### config.mk
export PLATFORM = sky130hd
export DESIGN_NAME = sweep_check_ctrl
export DESIGN_NICKNAME = d
export VERILOG_FILES = /design/src/rtl/sweep_pkg.sv /design/src/rtl/sweep_settle_timer.sv /design/src/rtl/sweep_check_ctrl.sv
export SDC_FILE = /design/constraint.sdc
export NUM_CORES = 1
export LEC_CHECK = 0
export ABC_AREA = 1
export CORE_MARGIN = 1.5
export CORE_UTILIZATION = 51
export CTS_CLUSTER_DIAMETER = 40
export DETAILED_ROUTE_END_ITERATION = 6
export PLACE_DENSITY = 0.75
export SYNTH_ARGS = -nofsm -noshare
export SYNTH_HDL_FRONTEND = slang
export SYNTH_SLANG_ARGS = --single-unit
### constraint.sdc
create_clock -name clk -period 1.91 [get_ports clk]
set_input_delay 0.573 -clock clk [delete_from_list [all_inputs] [get_ports clk]]
set_output_delay 0.573 -clock clk [all_outputs]
set_load 0.05 [all_outputs]
### src/rtl/sweep_pkg.sv
// Shared types and constants for the exhaustive sweep checker.
// The counter-width helper sizes the settle timer from its reload value.
package sweep_pkg;

    typedef enum logic [1:0] {
        ST_IDLE,
        ST_SETTLE,
        ST_COMPARE,
        ST_DONE
    } sweep_state_e;

    localparam int DEF_WIDTH      = 3;
    localparam int DEF_SETTLE_CYC = 2;

    // Bits needed to hold settle_cyc; never narrower than one bit.
    function automatic int settle_cnt_width(input int settle_cyc);
        return (settle_cyc < 2) ? 1 : $clog2(settle_cyc + 1);
    endfunction

endpackage

### src/rtl/sweep_settle_timer.sv
// Loadable down-counter that flags the last settle cycle of a vector.
// terminal_o is high while the count is 1, so the FSM leaves SETTLE on that edge.
module sweep_settle_timer #(
    parameter int CNT_W = 2
) (
    input  logic             clk,
    input  logic             rst_n,
    input  logic             load_i,
    input  logic [CNT_W-1:0] load_val_i,
    input  logic             dec_i,
    output logic             terminal_o
);

    logic [CNT_W-1:0] cnt_q;
    logic [CNT_W-1:0] cnt_d;

    assign cnt_d      = cnt_q - 1'b1;
    assign terminal_o = (cnt_q == CNT_W'(1));

    // NOTE: sequential state uses <= so every flop samples pre-edge values.
    always_ff @(posedge clk or negedge rst_n) begin
        if (!rst_n) begin
            cnt_q <= '0;
        end else if (load_i) begin
            cnt_q <= load_val_i;
        end else if (dec_i && (cnt_q != '0)) begin
            cnt_q <= cnt_d;
        end
    end

endmodule

### src/rtl/sweep_check_ctrl.sv
// Clocked sequencer that sweeps x over every value, compares the UUT output
// against the reference after a settle window, and records mismatch results.
module sweep_check_ctrl
    import sweep_pkg::*;
#(
    parameter int WIDTH      = DEF_WIDTH,
    parameter int SETTLE_CYC = DEF_SETTLE_CYC
) (
    input  logic             clk,
    input  logic             rst_n,
    input  logic             start,
    input  logic             abort,
    output logic [WIDTH-1:0] x,
    input  logic             dut_y,
    input  logic             ref_y,
    output logic             busy,
    output logic             done,
    output logic             pass,
    output logic             mismatch_pulse,
    output logic [WIDTH:0]   mismatch_count,
    output logic             first_fail_valid,
    output logic [WIDTH-1:0] first_fail_vec
);

    localparam int               CNT_W  = settle_cnt_width(SETTLE_CYC);
    localparam logic [WIDTH-1:0] X_LAST = '1;

    sweep_state_e     state_q;
    logic [WIDTH-1:0] x_q;
    logic [WIDTH-1:0] x_d;
    logic             busy_q;
    logic             done_q;
    logic             pass_q;
    logic             pulse_q;
    logic [WIDTH:0]   count_q;
    logic [WIDTH:0]   count_d;
    logic             ffv_q;
    logic [WIDTH-1:0] ffvec_q;

    logic start_ok;
    logic mismatch;
    logic timer_load;
    logic timer_dec;
    logic timer_term;

    assign start_ok = start && ((state_q == ST_IDLE) || (state_q == ST_DONE));
    assign mismatch = dut_y ^ ref_y;
    assign x_d      = x_q + 1'b1;
    assign count_d  = count_q + 1'b1;

    assign timer_load = start_ok ||
                        ((state_q == ST_COMPARE) && !abort && (x_q != X_LAST));
    assign timer_dec  = (state_q == ST_SETTLE);

    sweep_settle_timer #(
        .CNT_W (CNT_W)
    ) u_timer (
        .clk        (clk),
        .rst_n      (rst_n),
        .load_i     (timer_load),
        .load_val_i (CNT_W'(SETTLE_CYC)),
        .dec_i      (timer_dec),
        .terminal_o (timer_term)
    );

    always_ff @(posedge clk or negedge rst_n) begin
        if (!rst_n) begin
            state_q <= ST_IDLE;
            x_q     <= '0;
            busy_q  <= 1'b0;
            done_q  <= 1'b0;
            pass_q  <= 1'b0;
            pulse_q <= 1'b0;
            count_q <= '0;
            ffv_q   <= 1'b0;
            ffvec_q <= '0;
        end else begin
            pulse_q <= 1'b0;
            unique case (state_q)
                ST_IDLE, ST_DONE: begin
                    if (start) begin
                        x_q     <= '0;
                        count_q <= '0;
                        ffv_q   <= 1'b0;
                        ffvec_q <= '0;
                        done_q  <= 1'b0;
                        pass_q  <= 1'b0;
                        busy_q  <= 1'b1;
                        state_q <= (SETTLE_CYC == 0) ? ST_COMPARE : ST_SETTLE;
                    end
                end
                ST_SETTLE: begin
                    if (abort) begin
                        state_q <= ST_IDLE;
                        busy_q  <= 1'b0;
                        done_q  <= 1'b0;
                    end else if (timer_term) begin
                        state_q <= ST_COMPARE;
                    end
                end
                ST_COMPARE: begin
                    // Abort wins over the compare: results stay as they were.
                    if (abort) begin
                        state_q <= ST_IDLE;
                        busy_q  <= 1'b0;
                        done_q  <= 1'b0;
                    end else begin
                        if (mismatch) begin
                            count_q <= count_d;
                            pulse_q <= 1'b1;
                            if (!ffv_q) begin
                                ffv_q   <= 1'b1;
                                ffvec_q <= x_q;
                            end
                        end
                        if (x_q == X_LAST) begin
                            state_q <= ST_DONE;
                            busy_q  <= 1'b0;
                            done_q  <= 1'b1;
                            pass_q  <= !mismatch && (count_q == '0);
                        end else begin
                            x_q     <= x_d;
                            state_q <= (SETTLE_CYC == 0) ? ST_COMPARE : ST_SETTLE;
                        end
                    end
                end
                default: state_q <= ST_IDLE;
            endcase
        end
    end

    assign x                = x_q;
    assign busy             = busy_q;
    assign done             = done_q;
    assign pass             = pass_q;
    assign mismatch_pulse   = pulse_q;
    assign mismatch_count   = count_q;
    assign first_fail_valid = ffv_q;
    assign first_fail_vec   = ffvec_q;

endmodule
==> impl_metrics.tcl <==
set metrics [dict create \
    grt_pass1_vias 937 \
    slowest_delay_ns 0.44 \
    seq_power_share 0.304 \
    dieWidth_um 50.4 \
    cp_cell_sequence "inv_1 > ha_1 > nand2_1 > o21ai_2 > nor2_4 > nand2_2 > nand2_1 > nand2_1" \
    synth_top_area_cell "dfrtp_1" \
    fin_tns_setup_ns 0 \
    ctsLongestPathBuffers 2 \
    drt_wl_total_mm 2.43 \
    grt.total_usage 0.222 \
    leakagePower_nw 0.780 \
    slowest_stage "ha_1" \
    top_layer_used "met4" \
    internal-power_mw 0.943 \
    async_flop_share 1.00 \
    rsz0062_at_grt "no" \
    cp_common_cell "nand2_1" \
    grt-ovfl-total 0 \
    tightestPinTransition_ns 0.444 \
    status "finished, final reports clean" \
    slew_violations 0 \
    cts_root_buf "clkbuf_4" \
    synth_edf_count 0 \
    worst-path-buf-inv 1 \
    crit_type "register to register" \
    post_cts_resized 0 \
    holdBufCountCts 0 \
    period_share 0.881 \
    worstSkewPairLatency_ns 0.31 \
    hold_viol 0 \
    synthesis.area_um2 1150 \
    viasPerCell 5.11 \
    synthTopCellsByArea "dfrtp_1 41%, nand2_1 17%, ha_1 9.8%" \
    ir_worst_vdd_uv 929 \
    dp.cells 197 \
    num_vias 1028 \
    nets 190 \
    power.switching_mw 0.984 \
    pwr-share-comb 0.584 \
    whs_endpoint "first_fail_vec[2]" \
    dieArea_um2 2540 \
    cp-start-kind "register" \
    drive_above_1_share 0.178 \
    r2r_setup_slack_ns 0.23 \
    ys_warn_count 0 \
    diodes 0 \
    required_ns 2.17 \
    min_path_type "register to register" \
    die_h_um 50.4 \
    crit_path_end_kind "register" \
    ys_seq_area_frac 0.415 \
    power_density_nw_per_um2 1370 \
    place_congestion 0.812 \
    switching_share 0.511 \
    synth_top_area_frac 0.415 \
    setup_viol 0 \
    slew_headroom 0.704 \
    synth_most_common_cell "nand2_1" \
    antenna_found_initial 0 \
    drt_iter0_drc 15 \
    dr_wl_met2_mm 1.13 \
    drtAntennaViolNets 0 \
    drt-wirelength-per-cell_um 12.1 \
    drv_cap 0 \
    port_buffers 20 \
    cts_setup_buffers 0 \
    cts-buffers-inserted 3 \
    core_um2 2040 \
    min_from "first_fail_vec[2]" \
    r2r_start "state_q[0]" \
    synth.top_cells.by_count "53 x nand2_1, 21 x inv_1, 19 x dfrtp_1" \
    crit_path_max_fanout 11 \
    r2r_cells 8 \
    syn_inst 150 \
    hold_depth 2 \
    final_cell_count_no_fill 201 \
    syn2layout_area_growth_pct 22.4 \
    htreeDepth 1 \
    ioPinCount 21 \
    cp.depth 8 \
    fin_crit_ns 1.68 \
    dp_hpwl_mm 1.80 \
    power_mw 1.93 \
    max_freq_mhz 594 \
    skew_ns 0.00131 \
    power.share.clock 0.112 \
    grt_pass1_wl_mm 4.19 \
    regToRegEndpoint "mismatch_count[0]" \
    crit_family "simple AND/OR/NAND/NOR gates" \
    cts_tree "built" \
    rows 16 \
    synth.ff_latch_count 19 \
    drc 0 \
    grt_max_degree 20 \
    dr.pass1.iters 4 \
    yosys.cell_types.count 21 \
    cts.clk_slew.worst_paths_ns 0.11 \
    wl_met3_um 111 \
    hold_ws_ns 0.491 \
    arrival_ns 1.94 \
    synth_ff_type "dfrtp_1" \
    synth_nets 165 \
    synth.avg_cell_area_um2 7.64 \
    cts_sinks 19 \
    drt-met1-wl_mm 1.15 \
    start_util 0.561 \
]
-- flip-flops by register name, indices dropped and copies added, names as in the netlist --
register,count
first_fail_valid,1
u_timer.cnt_q,2
first_fail_vec,3
mismatch_pulse,1
pass,1
busy,1
done,1
x,3
state_q,2
mismatch_count,4
-- kinds of logic (layout without fill, tap and decap cells) --
family / count (synthesis) / in the layout / synth area share
xor gates and xnor gates: 1 / 1 / 0.00764
buffers and inverters: 25 / 49 / 0.0906
DFF: 19 / 19 / 0.415
adders and majority gates: 9 / 9 / 0.0983
AOI/OAI and AO/OA: 16 / 16 / 0.0753
and+or+nand+nor: 80 / 80 / 0.313
-- per-layer routing --
layer | up-vias | GRT usage
met5 | - | 0
met4 | 0 | 0.0811
met2 | 32 | 0.368
met3 | 5 | 0.0357
met1 | 474 | 0.290
li1 | 517 | -
-- area by class of cell --
cell class | instances | area, um^2
multi-input cells | 106 | 567
well taps | 27 | 33.8
flip-flops and latches | 19 | 475
fillers | 187 | 639
inverters | 24 | 92.6
repair buffers | 21 | 208
clock buffers | 4 | 26.3
-- worst register-to-register path, cell delays in order (launching register included) --
cell     delay (ns)
dfrtp_1        0.41
inv_1          0.10
ha_1           0.44
nand2_1        0.21
o21ai_2        0.14
nor2_4         0.08
nand2_2        0.12
nand2_1        0.07
nand2_1        0.06
-- worst max path at each step --
stage / start / slack [ns] / to
final: state_q[0] / 0.23 / mismatch_count[0]
after global placement: abort / 0.11 / first_fail_vec[0]
after floorplan: x[0] / 0.30 / x[0]
after CTS: state_q[0] / 0.25 / mismatch_count[0]
after detailed placement: abort / 0.03 / first_fail_vec[0]
after global routing: state_q[0] / 0.05 / x[1]
-- metrics by stage --
| step | area (um^2) | setup WS (ns) | utilization |
|---|---|---|---|
| 2_1_floorplan | 1150 | 0.299 | - |
| 4_1_cts | 1400 | 0.246 | 0.687 |
| 5_1_grt | 1400 | 0.0516 | 0.687 |
| 3_5_place_dp | 1380 | 0.0288 | 0.674 |
| 6_report | 1400 | 0.227 | 0.687 |
| 3_3_place_gp | 1380 | 0.108 | 0.674 |
-- layout by cell type (no fill, tap or decap), types with 4 or more instances in the layout --
| master | instances |
|---|---|
| nand2_1 | 53 |
| nand3_1 | 8 |
| buf_4 | 13 |
| clkdlybuf4s50_1 | 5 |
| dfrtp_1 | 19 |
| nor2_1 | 7 |
| ha_1 | 9 |
| inv_1 | 21 |
| nand4_1 | 4 |
| o21ai_0 | 8 |
-- power groups by stage --
stage,combinational (mW),sequential (mW),clock (mW)
global placement,1.08,0.583,0
detailed placement,1.11,0.592,0
CTS,1.12,0.585,0.215
finish,1.13,0.585,0.216
floorplan,0.636,0.771,0
global route,1.25,0.601,0.232
Note: power is estimated with default switching activity, not from simulation.
